### src/rtl/instr_encoder.sv
// Packs an immediate into a template instruction word for the selected ImmSrc format.
// Packed words stream out through one registered handshake stage, each tagged with a sequential byte address.
module instr_encoder #(
  parameter int                         address_width = 32,
  parameter logic [address_width-1:0]   BASE_ADDR     = '0,
  parameter int                         DEPTH_WORDS   = 256
) (
  input  logic                     clk,
  input  logic                     rst,
  input  logic                     in_valid,
  output logic                     in_ready,
  input  logic [address_width-1:0] base_instr,
  input  logic [address_width-1:0] imm,
  input  logic [2:0]               ImmSrc,
  input  logic                     addr_load,
  input  logic [address_width-1:0] addr_in,
  output logic                     out_valid,
  input  logic                     out_ready,
  output logic [address_width-1:0] out_instr,
  output logic [address_width-1:0] out_addr,
  output logic                     out_err,
  output logic                     err_sticky,
  output logic [15:0]              word_count
);

  localparam int W = address_width;
  localparam logic [W-1:0] LAST_ADDR = BASE_ADDR + W'(4 * (DEPTH_WORDS - 1));

  localparam logic [2:0] FMT_I = 3'b000;
  localparam logic [2:0] FMT_S = 3'b001;
  localparam logic [2:0] FMT_B = 3'b010;
  localparam logic [2:0] FMT_U = 3'b011;
  localparam logic [2:0] FMT_J = 3'b100;

  // Field positions are the RV32 layout; the word is assumed to be 32 bits wide.
  function automatic logic [W-1:0] pack_imm(input logic [W-1:0] base,
                                            input logic [W-1:0] im,
                                            input logic [2:0]   fmt);
    logic [W-1:0] r;
    case (fmt)
      FMT_I:   r = {im[11:0], base[19:0]};
      FMT_S:   r = {im[11:5], base[24:12], im[4:0], base[6:0]};
      FMT_B:   r = {im[12], im[10:5], base[24:12], im[4:1], im[11], base[6:0]};
      FMT_U:   r = {im[31:12], base[11:0]};
      FMT_J:   r = {im[20], im[10:1], im[11], im[19:12], base[11:0]};
      default: r = base;
    endcase
    return r;
  endfunction

  function automatic logic imm_err(input logic [W-1:0] im,
                                   input logic [2:0]   fmt);
    logic signed [W-1:0] s;
    logic                e;
    s = im;
    case (fmt)
      FMT_I, FMT_S: e = (s < -2048) || (s > 2047);
      FMT_B:        e = (s < -4096) || (s > 4094) || im[0];
      FMT_J:        e = (s < -1048576) || (s > 1048574) || im[0];
      FMT_U:        e = |im[11:0];
      default:      e = 1'b1;
    endcase
    return e;
  endfunction

  function automatic logic [15:0] sat_inc(input logic [15:0] v);
    return (v == 16'hFFFF) ? v : v + 16'd1;
  endfunction

  logic           out_valid_q, out_valid_d;
  logic [W-1:0]   out_instr_q, out_instr_d;
  logic [W-1:0]   out_addr_q,  out_addr_d;
  logic           out_err_q,   out_err_d;
  logic           err_sticky_q, err_sticky_d;
  logic [15:0]    word_count_q, word_count_d;
  logic [W-1:0]   addr_q, addr_d;
  logic           accept;
  logic           enc_err;

  assign in_ready = !addr_load && (!out_valid_q || out_ready);
  assign accept   = in_valid && in_ready;
  assign enc_err  = imm_err(imm, ImmSrc);

  always_comb begin
    out_valid_d  = out_valid_q;
    out_instr_d  = out_instr_q;
    out_addr_d   = out_addr_q;
    out_err_d    = out_err_q;
    err_sticky_d = err_sticky_q;
    word_count_d = word_count_q;
    addr_d       = addr_q;
    if (accept) begin
      out_valid_d  = 1'b1;
      out_instr_d  = pack_imm(base_instr, imm, ImmSrc);
      out_addr_d   = addr_q;
      out_err_d    = enc_err;
      err_sticky_d = err_sticky_q | enc_err;
      word_count_d = sat_inc(word_count_q);
      addr_d       = (addr_q == LAST_ADDR) ? BASE_ADDR : addr_q + W'(4);
    end else if (out_valid_q && out_ready) begin
      out_valid_d = 1'b0;
    end
    // addr_load never coincides with accept because it drops in_ready.
    if (addr_load) begin
      addr_d = {addr_in[W-1:2], 2'b00};
    end
  end

  always_ff @(posedge clk) begin
    if (rst) begin
      out_valid_q  <= 1'b0;
      out_instr_q  <= '0;
      out_addr_q   <= '0;
      out_err_q    <= 1'b0;
      err_sticky_q <= 1'b0;
      word_count_q <= '0;
      addr_q       <= BASE_ADDR;
    end else begin
      out_valid_q  <= out_valid_d;
      out_instr_q  <= out_instr_d;
      out_addr_q   <= out_addr_d;
      out_err_q    <= out_err_d;
      err_sticky_q <= err_sticky_d;
      word_count_q <= word_count_d;
      addr_q       <= addr_d;
    end
  end

  assign out_valid  = out_valid_q;
  assign out_instr  = out_instr_q;
  assign out_addr   = out_addr_q;
  assign out_err    = out_err_q;
  assign err_sticky = err_sticky_q;
  assign word_count = word_count_q;

endmodule

### config.mk
export PLATFORM = sky130hd
export DESIGN_NAME = instr_encoder
export DESIGN_NICKNAME = d
export VERILOG_FILES = /design/src/rtl/instr_encoder.sv
export SDC_FILE = /design/constraint.sdc
export NUM_CORES = 1
export LEC_CHECK = 0
export ABC_AREA = 0
export CORE_MARGIN = 10
export CORE_UTILIZATION = 35
export DETAILED_ROUTE_END_ITERATION = 10
export MAX_ROUTING_LAYER = met4
export PLACE_DENSITY = 0.68
export SETUP_SLACK_MARGIN = 0.15
export SYNTH_ARGS = -nofsm -noshare
export SYNTH_HDL_FRONTEND = slang
export SYNTH_SLANG_ARGS = --single-unit
### constraint.sdc
create_clock -name clk -period 5.4 [get_ports clk]
set_clock_uncertainty 0.1 [all_clocks]
set_input_delay 1.08 -clock clk [delete_from_list [all_inputs] [get_ports clk]]
set_output_delay 1.08 -clock clk [all_outputs]
set_load 0.02 [all_outputs]
Word level (Yosys, flattened, before mapping) --
Index checks and enable logic that the tools add are counted.
Operators by class: add/subtract/negate cells 2, $mul 0, div/mod/pow operators 0, order comparisons 6, equal/unequal tests 6, shift operators 0, muxes and demuxes 7, bitwise logic cells 2, reductions and logical operators 18
Operators by type and width (count):
- case mux 32 bit (5 select lines) | 1
- 2-to-1 mux 32 bit | 3
- adder 32 x 3 -> 32 bit (second input constant) | 1
- == test 32 x 10 -> 1 bit (second input constant) | 1
- > comparator 32 x 12 -> 1 bit (second input constant) | 1
- > comparator 32 x 13 -> 1 bit (second input constant) | 1
- > comparator 32 x 21 -> 1 bit (second input constant) | 1
- < comparator 32 x 12 -> 1 bit (second input constant) | 1
- < comparator 32 x 13 -> 1 bit (second input constant) | 1
- < comparator 32 x 21 -> 1 bit (second input constant) | 1
- adder 16 x 1 -> 16 bit (second input constant) | 1
- == test 16 bit (second input constant) | 1
- OR reduction 12 bit | 1
- == test 3 x 2 -> 1 bit (second input constant) | 2
- logical OR 1 bit | 6
- case mux 1 bit (4 select lines) | 1
- nonzero test 2 bit | 2
- OR reduction 2 bit | 2
- == test 3 x 1 -> 1 bit (second input constant) | 1
- == test 3 bit (second input constant) | 1
- logical AND 1 bit | 3
- zero test 3 bit | 1
- zero test 1 bit | 2
- 2-to-1 mux 1 bit | 2
- 3 further kinds | 3
Word-level totals: flip-flop bits (word level) 115, latch bits 0, RAM bits 0, memory bits (read-only) 0, input bits 104, output and inout port bits 84, logic and storage cells 49, memories 0

Logic depth before layout (Yosys ltp) --
Gate-level depths: netlist of the first run.
depth after elaboration 6, mapped depth 8

Worst setup path after synthesis of the first run --
OpenSTA, ideal clock, no wires.
kind input port to output port, start point input port out_ready, end point output port in_ready, data arrival time 1.463 ns, required time 4.220 ns, setup slack 2.757 ns, stages 2, cell sequence nand2b_1 > and2_1
Between the ends: cells in the longest elaborated chain, start to end 2
RTL lines:
- start: declaration | line 18 | input logic out_ready,
- logical OR 1 bit | line 80 | assign in_ready = !addr_load && (!out_valid_q || out_ready);
- logical AND 1 bit | line 80
- end: declaration | line 11 | output logic in_ready,
No other way between the ends.

Worst setup path in the final report of the first run --
start point input port addr_load, end point output port in_ready
Between the ends: cells in the longest elaborated chain, start to end 2
RTL lines:
- start: declaration | line 15 | input logic addr_load,
- zero test 1 bit | line 80
- logical AND 1 bit | line 80
No other way between the ends.

==> results of run 1 <==
==> critical path, cell delays in order <==
cell,delay (ns)
clkdlybuf4s50_1,0.45
inv_1,0.23
and2_1,0.16
clkdlybuf4s50_1,0.61
==> placed cells by master, fill, tap and decap left out, types with 3 or more instances in the layout <==
master / synthesis / layout
and2_1: 6 / 6
a211oi_1: 24 / 24
nor4_1: 18 / 18
a221oi_1: 5 / 5
dfxtp_1: 115 / 115
inv_1: 13 / 13
bufinv_16: 0 / 3
nor3b_1: 4 / 4
nor2b_1: 10 / 10
nor3_1: 29 / 29
and3_1: 8 / 7
a222oi_1: 6 / 6
nand2_1: 114 / 114
clkdlybuf4s50_1: 0 / 184
clkinv_2: 0 / 5
a31oi_1: 11 / 11
o22ai_1: 8 / 8
a22oi_1: 6 / 6
xor2_1: 10 / 10
xnor2_1: 17 / 17
buf_4: 0 / 6
clkbuf_1: 42 / 3
and4_1: 3 / 3
a21oi_1: 76 / 76
nand3_1: 24 / 23
clkbuf_16: 0 / 17
o21ai_0: 15 / 15
nand4_1: 18 / 18
mux2i_1: 17 / 17
nor2_1: 79 / 79
nand2b_1: 5 / 5
==> sequential cells by signal, indices dropped and copies added, names as in the netlist <==
name,flops
out_valid,1
out_addr,32
addr_q,32
err_sticky,1
out_instr,32
word_count,16
out_err,1
==> stage by stage <==
| step | setup WS (ns) | util, % | hold WS, ns |
|---|---|---|---|
| after global routing | 1.640 | 51.70 | 0.3718 |
| after CTS | 1.679 | 51.70 | 0.3533 |
| final | 1.684 | 51.70 | 0.3514 |
| after detailed placement | 1.592 | 47.92 | 0.3469 |
| after global placement | 1.626 | 47.92 | 0.3423 |
| after floorplan | 2.757 | - | 0.3400 |
==> routing by layer <==
metal	vias up	track usage, %	routed length (um)
met3	33	6.860	1526
met2	203	27.98	8813
met4	0	5.556	286
li1	2904	-	-
met5	-	-	0
met1	2651	20.02	8050
==> logic make-up (layout without fill, tap and decap cells) <==
group           after synthesis  after routing  synth area share, %
simple gates                332            332                28.15
compound gates              167            167                18.38
flops                       115            115                41.14
buf+inv                      67            235                4.628
xor+xnor                     27             27                4.225
mux                          17             17                3.040
fa+ha+maj                     2              2               0.4471
==> final timing paths <==
| path | start | depth (start not counted) | slack [ns] | to |
|---|---|---|---|---|
| hold reg to reg | out_addr[11] | 2 | 0.35 | out_addr[11] |
| hold / removal | out_addr[11] | 2 | 0.35 | out_addr[11] |
| setup reg to reg | addr_q[29] | 7 | 2.62 | addr_q[26] |
| setup / recovery | addr_load | 4 | 1.68 | in_ready |
==> final cells by class <==
type / instances / area share [%]
multi-input cells: 545 / 37.40
flip-flops and latches: 115 / 28.24
repair buffers: 190 / 23.14
clock buffers: 22 / 5.694
well taps: 216 / 3.315
clock inverters: 10 / 1.611
inverters: 13 / 0.5985
==> power by group through the flow <==
stage / Sequential (W) / Clock (W) / Combinational, W
after floorplan: 0.000956 / 0 / 0.000147
after global placement: 0.000939 / 0 / 0.000335
after detailed placement: 0.000940 / 0 / 0.000336
after CTS: 0.000923 / 0.00116 / 0.000338
after global routing: 0.000929 / 0.00120 / 0.000366
final: 0.000924 / 0.00114 / 0.000335
==> results by group, run 1 <==
Clock network
  – TritonCTS clock tree: done
  – Clock transition at path regs: 0.05 ns
  – Clock sink count: 115
  – Clock tree buffer depth: 2
  – Post-CTS Hold Buffers: 0
  – CTS resizes: 0
  – CTS buffer count: 17
  – Root buffer cell: clkbuf_16
  – Htree depth: 4
  – Skew-Pair Late Insertion Delay: 0.41 ns
  – Setup Buffers After CTS: 0

Worst setup path
  – Critical path required time: 4.22 ns
  – Crit start category: input port
  – Max FO, Critical Path: 6
  – CP arrival: 2.54 ns
  – Setup crit end kind: primary output
  – Crit Path Class: in2out

Synthesis
  – Async S/R FF share, synth: 0%
  – Cell taking the most area after synthesis: dfxtp_1
  – Top-count cell post-synth: dfxtp_1
  – Netlist cell types: 52
  – Seq cells post-synth: 115
  – Post-synth top flop: dfxtp_1
  – Sequential fraction of the synthesis area: 41.14%
  – Commonest cells in the synthesized netlist: 115 x dfxtp_1, 114 x nand2_1, 79 x nor2_1
  – Top cell type's share of synthesized area: 41.14%
  – Mean Syn Cell Area: 7.698 sq um
  – Post-synth EDFFs: 0
  – Post-synthesis cell count: 727
  – Synth warn: 0
  – Synth area leaders: dfxtp_1 41%, nand2_1 7.6%, a21oi_1 6.8%, nor2_1 5.3%, a211oi_1 3.2%
  – Netlist Area Pre-Place: 5597 sq um
  – Mapped Nets: 833

Global routing
  – Initial antenna violation count: 0
  – Congestion Overflow GR: 0
  – Global-route wire length before repair: 29,930 um
  – GRT Util Overall: 17.60%
  – Vias in the first global route: 5,757
  – Pin count of the biggest net entering global routing: 83

Power
  – Tot Pwr: 0.002400 W
  – Comb power frac: 13.9%
  – Leakage power total: 2.856 nW
  – IR Drop Worst-Case VDD: 0.1873 mV
  – Sw power: 0.0006037 W
  – Seq pwr share: 38.5%
  – Pwr Density: 294.3 nW/um^2
  – Int Pwr: 0.001796 W
  – Clock power share: 47.6%
  – Sw frac: 25.16%

Routing
  – DR vias/cell: 5.212
  – Wire per inst: 16.81 um
  – Vias: 5,791
  – Initial DRC Count: 333
  – DRC viols: 0
  – Pre-antenna DRT Iters: 5
  – Final ANT Viol Nets: 0
  – Drt total wl: 18,680 um

Layout
  – ANT cells: 0
  – Area delta synth->final: 45.67%
  – Fillers: 1,563
  – Share of cells above drive strength 1: 4.916%
  – Multi-input logic area: 3049 sq um
  – Fin nets: 988
  – Final cell count without fillers: 1,111
  – Sequential cell area: 2302 sq um
  – Final instance area: 8153 sq um

Timing
  – Rel. slew slack: 29.23%
  – Final worst path period need: 3.716 ns
  – Setup TNS Final: 0 ns
  – Final hold vios: 0
  – Final Max Slew Viols: 0
  – Peak Freq: 0.2691 GHz
  – Final period util: 68.81%
  – RSZ-0062 raised after global routing: false
  – Final setup fails: 0
  – Worst-margin pin slew: 1.058 ns

Place
  – IO Port Bufs: 185
  – Placed insts: 1,079
  – Final HPWL DP: 13,430 um
  – Final GP Congestion: 0.9391
  – Post-DP Area: 7557 sq um

Floorplan
  – IO Count: 188
  – FP Rows: 46
  – Starting Density: 35.49%
  – Area of the die: 21,450 sq um
  – Die Y: 146.5 um
  – Core box area: 15,770 sq um
  – Die width: 146.5 um

Status
  – Status: finished, final reports clean

Flow run
  – MaxCap Viol Count: 0

Hold path
  – Worst Hold Class: reg2reg
No activity file was read; power rests on OpenSTA's default activity.
==> run 2, diff against run 1 <==
--- a/config.mk
+++ b/config.mk
@@ -10,7 +10,7 @@
 export CORE_UTILIZATION = 35
 export DETAILED_ROUTE_END_ITERATION = 10
 export MAX_ROUTING_LAYER = met4
-export PLACE_DENSITY = 0.68
+export PLACE_DENSITY = 0.71
 export SETUP_SLACK_MARGIN = 0.15
 export SYNTH_ARGS = -nofsm -noshare
 export SYNTH_HDL_FRONTEND = slang
==> constraint.sdc (replaced) <==
create_clock -name clk -period 3.3 [get_ports clk]
set_clock_uncertainty 0.1 [all_clocks]
set_input_delay 0.66 -clock clk [delete_from_list [all_inputs] [get_ports clk]]
set_output_delay 0.66 -clock clk [all_outputs]
set_load 0.02 [all_outputs]
==> run 2 against run 1 <==
Net effect: sequential share of layout area decreased by 0.39 points; combinational power increased by 68%; total power increased by 68%; largest cell class unchanged; register-to-register slack got worse by 2.0 ns; core utilization increased by 0.72 points.
==> results by group, run 2 (synthesized netlist as in run 1, its figures left out) <==
Status
  – Status: finished, final reports clean

Worst setup path
  – Most frequent cell on the critical path: clkdlybuf4s50_1
  – CP Cell Sequence: clkdlybuf4s50_1 > inv_1 > and2_1 > clkdlybuf4s50_1
  – Crit Path Class: in2out
  – CP arrival: 2.14 ns (-0.40 ns)
  – Max stage delay cell, worst path: clkdlybuf4s50_1
  – Crit start category: input port
  – Setup crit end kind: primary output
  – Worst r2r src: addr_q[29]
  – Crit-path max cell delay: 0.62 ns (about the same)
  – Max FO, Critical Path: 6 (unchanged)
  – Critical path's top delay family: buffers and inverters
  – WP buf/inv: 3 (unchanged)
  – Critical path required time: 2.54 ns (-1.68 ns)
  – Crit path from: addr_load

Layout
  – Area delta synth->final: 47.71%
  – Fillers: 1,553 (-0.64%)
  – Commonest non-fill, non-tap cell in the layout: clkdlybuf4s50_1
  – Post-layout util: 52.42% (+0.72 points)
  – Commonest non-fill, non-tap cells in the layout: 184 x clkdlybuf4s50_1, 115 x dfxtp_1, 114 x nand2_1
  – Fin nets: 1,000 (+1.2%)
  – Final instance area: 8267 sq um (+1.4%)
  – Share of cells above drive strength 1: 6.181% (+1.3 points)

Routing
  – Drt total wl: 18,870 um (+1.1%)
  – Vias: 5,879 (+1.5%)
  – Pre-antenna DRT Iters: 5 (unchanged)
  – Initial DRC Count: 390 (+17%)
  – Final ANT Viol Nets: 0 (unchanged)
  – DR vias/cell: 5.235 (+0.43%)
  – DRC viols: 0 (unchanged)
  – Wire per inst: 16.81 um (about the same)

Clock network
  – Clock tree buffer depth: 2 (unchanged)
  – Setup Buffers After CTS: 0 (unchanged)
  – CTS buffer count: 17 (unchanged)
  – Root buffer cell: clkbuf_16
  – Clock sink count: 115 (unchanged)
  – Post-CTS Hold Buffers: 0 (unchanged)
  – Skew-Pair Late Insertion Delay: 0.42 ns (about the same)
  – Clock transition at path regs: 0.05 ns (about the same)
  – Htree depth: 4 (unchanged)
  – TritonCTS clock tree: done
  – CTS resizes: 0 (unchanged)

Timing
  – Final worst path period need: 2.905 ns
  – Final hold slack: 0.3515 ns (+0.00001900 ns)
  – Final Max Slew Viols: 0 (unchanged)
  – Final setup fails: 0 (unchanged)
  – Peak Freq: 0.3443 GHz
  – RSZ-0062 raised after global routing: false
  – Rel. slew slack: 28.49% (-0.73 points)
  – Final hold vios: 0 (unchanged)
  – Worst-margin pin slew: 1.069 ns (+0.01097 ns)
  – Setup TNS Final: 0 ns (unchanged)
  – Final period util: 88.02%

Floorplan
  – Die width: 146.5 um (unchanged)
  – IO Count: 188 (unchanged)
  – FP Rows: 46 (unchanged)
  – Starting Density: 35.49% (unchanged)
  – Die Y: 146.5 um (unchanged)
  – Core box area: 15,770 sq um (unchanged)
  – Area of the die: 21,450 sq um (unchanged)

Power
  – Leakage power total: 2.923 nW (+2.4%)
  – IR Drop Worst-Case VDD: 0.3307 mV (+77%)
  – Tot Pwr: 0.004024 W (+68%)
  – Pwr Density: 486.8 nW/um^2 (+65%)

Hold path
  – Hold Startpoint: out_addr[12]
  – Worst Hold Class: reg2reg

Global routing
  – Vias in the first global route: 5,763 (+0.10%)
  – Congestion Overflow GR: 0 (unchanged)
  – Pin count of the biggest net entering global routing: 56 (-33%)
  – Initial antenna violation count: 1 (+1)
  – Global-route wire length before repair: 30,130 um (+0.69%)
  – GRT Util Overall: 17.57% (-0.025 points)

Place
  – IO Port Bufs: 185 (unchanged)
  – Final GP Congestion: 0.9194 (-2.1%)
  – Final HPWL DP: 13,750 um (+2.4%)
  – Post-DP Area: 7647 sq um (+1.2%)

Flow run
  – MaxCap Viol Count: 0 (unchanged)
-- run 2: cell types whose count changed in the layout (fill, tap and decap cells not counted) --
cell	previous run	this run
buf_4	6	18
clkbuf_1	3	2
clkinv_2	5	4
diode_2	0	1
bufinv_16	3	4
-- run 2: per-stage QoR --
stage               worst slack [ns]  cells
floorplan                      1.108    727
global placement              0.3661   1091
CTS                           0.3872   1122
finish                        0.3955   1123
detailed placement            0.3522   1091
global route                  0.3464   1123
-- run 2: final timing paths --
path | endpoint | slack, ns | cells past startpoint
setup / recovery | in_ready | 0.40 | 4
hold / removal | out_addr[12] | 0.35 | 2
setup reg to reg | addr_q[26] | 0.61 | 6
hold reg to reg | out_addr[12] | 0.35 | 2
-- run 2: area by class of cell --
type                    instances  area, sq um  area share, %
repair buffers                202         1977          23.91
clock inverters                10        156.4          1.892
well taps                     216        270.3          3.269
multi-input cells             545         3049          36.89
flip-flops and latches        115         2302          27.85
inverters                      13        48.80         0.5903
clock buffers                  21        460.4          5.570
diodes                          1        2.502        0.03027
-- run 2: per-layer routing --
layer | global-route usage, % | wire [um] | vias to the layer above
li1 | - | - | 2936
met1 | 19.58 | 8004 | 2698
met2 | 28.32 | 9012 | 214
met3 | 6.706 | 1496 | 31
met4 | 6.056 | 361 | 0
met5 | - | 0 | -
-- run 2: worst register-to-register path: stages, from the launching register on --
cell and delay [ns]:
dfxtp_1 0.35, nor4_1 0.44, nand4_1 0.23, o31ai_1 0.81, nor3_1 0.22, a221oi_1 0.32, a211oi_1 0.09
-- run 2: report_power, final --
part           total [W]  switching (W)  internal, W
sequential       0.00151      0.0000611      0.00145
clock            0.00195       0.000657      0.00129
combinational   0.000562       0.000284     0.000277
total            0.00402        0.00100      0.00302
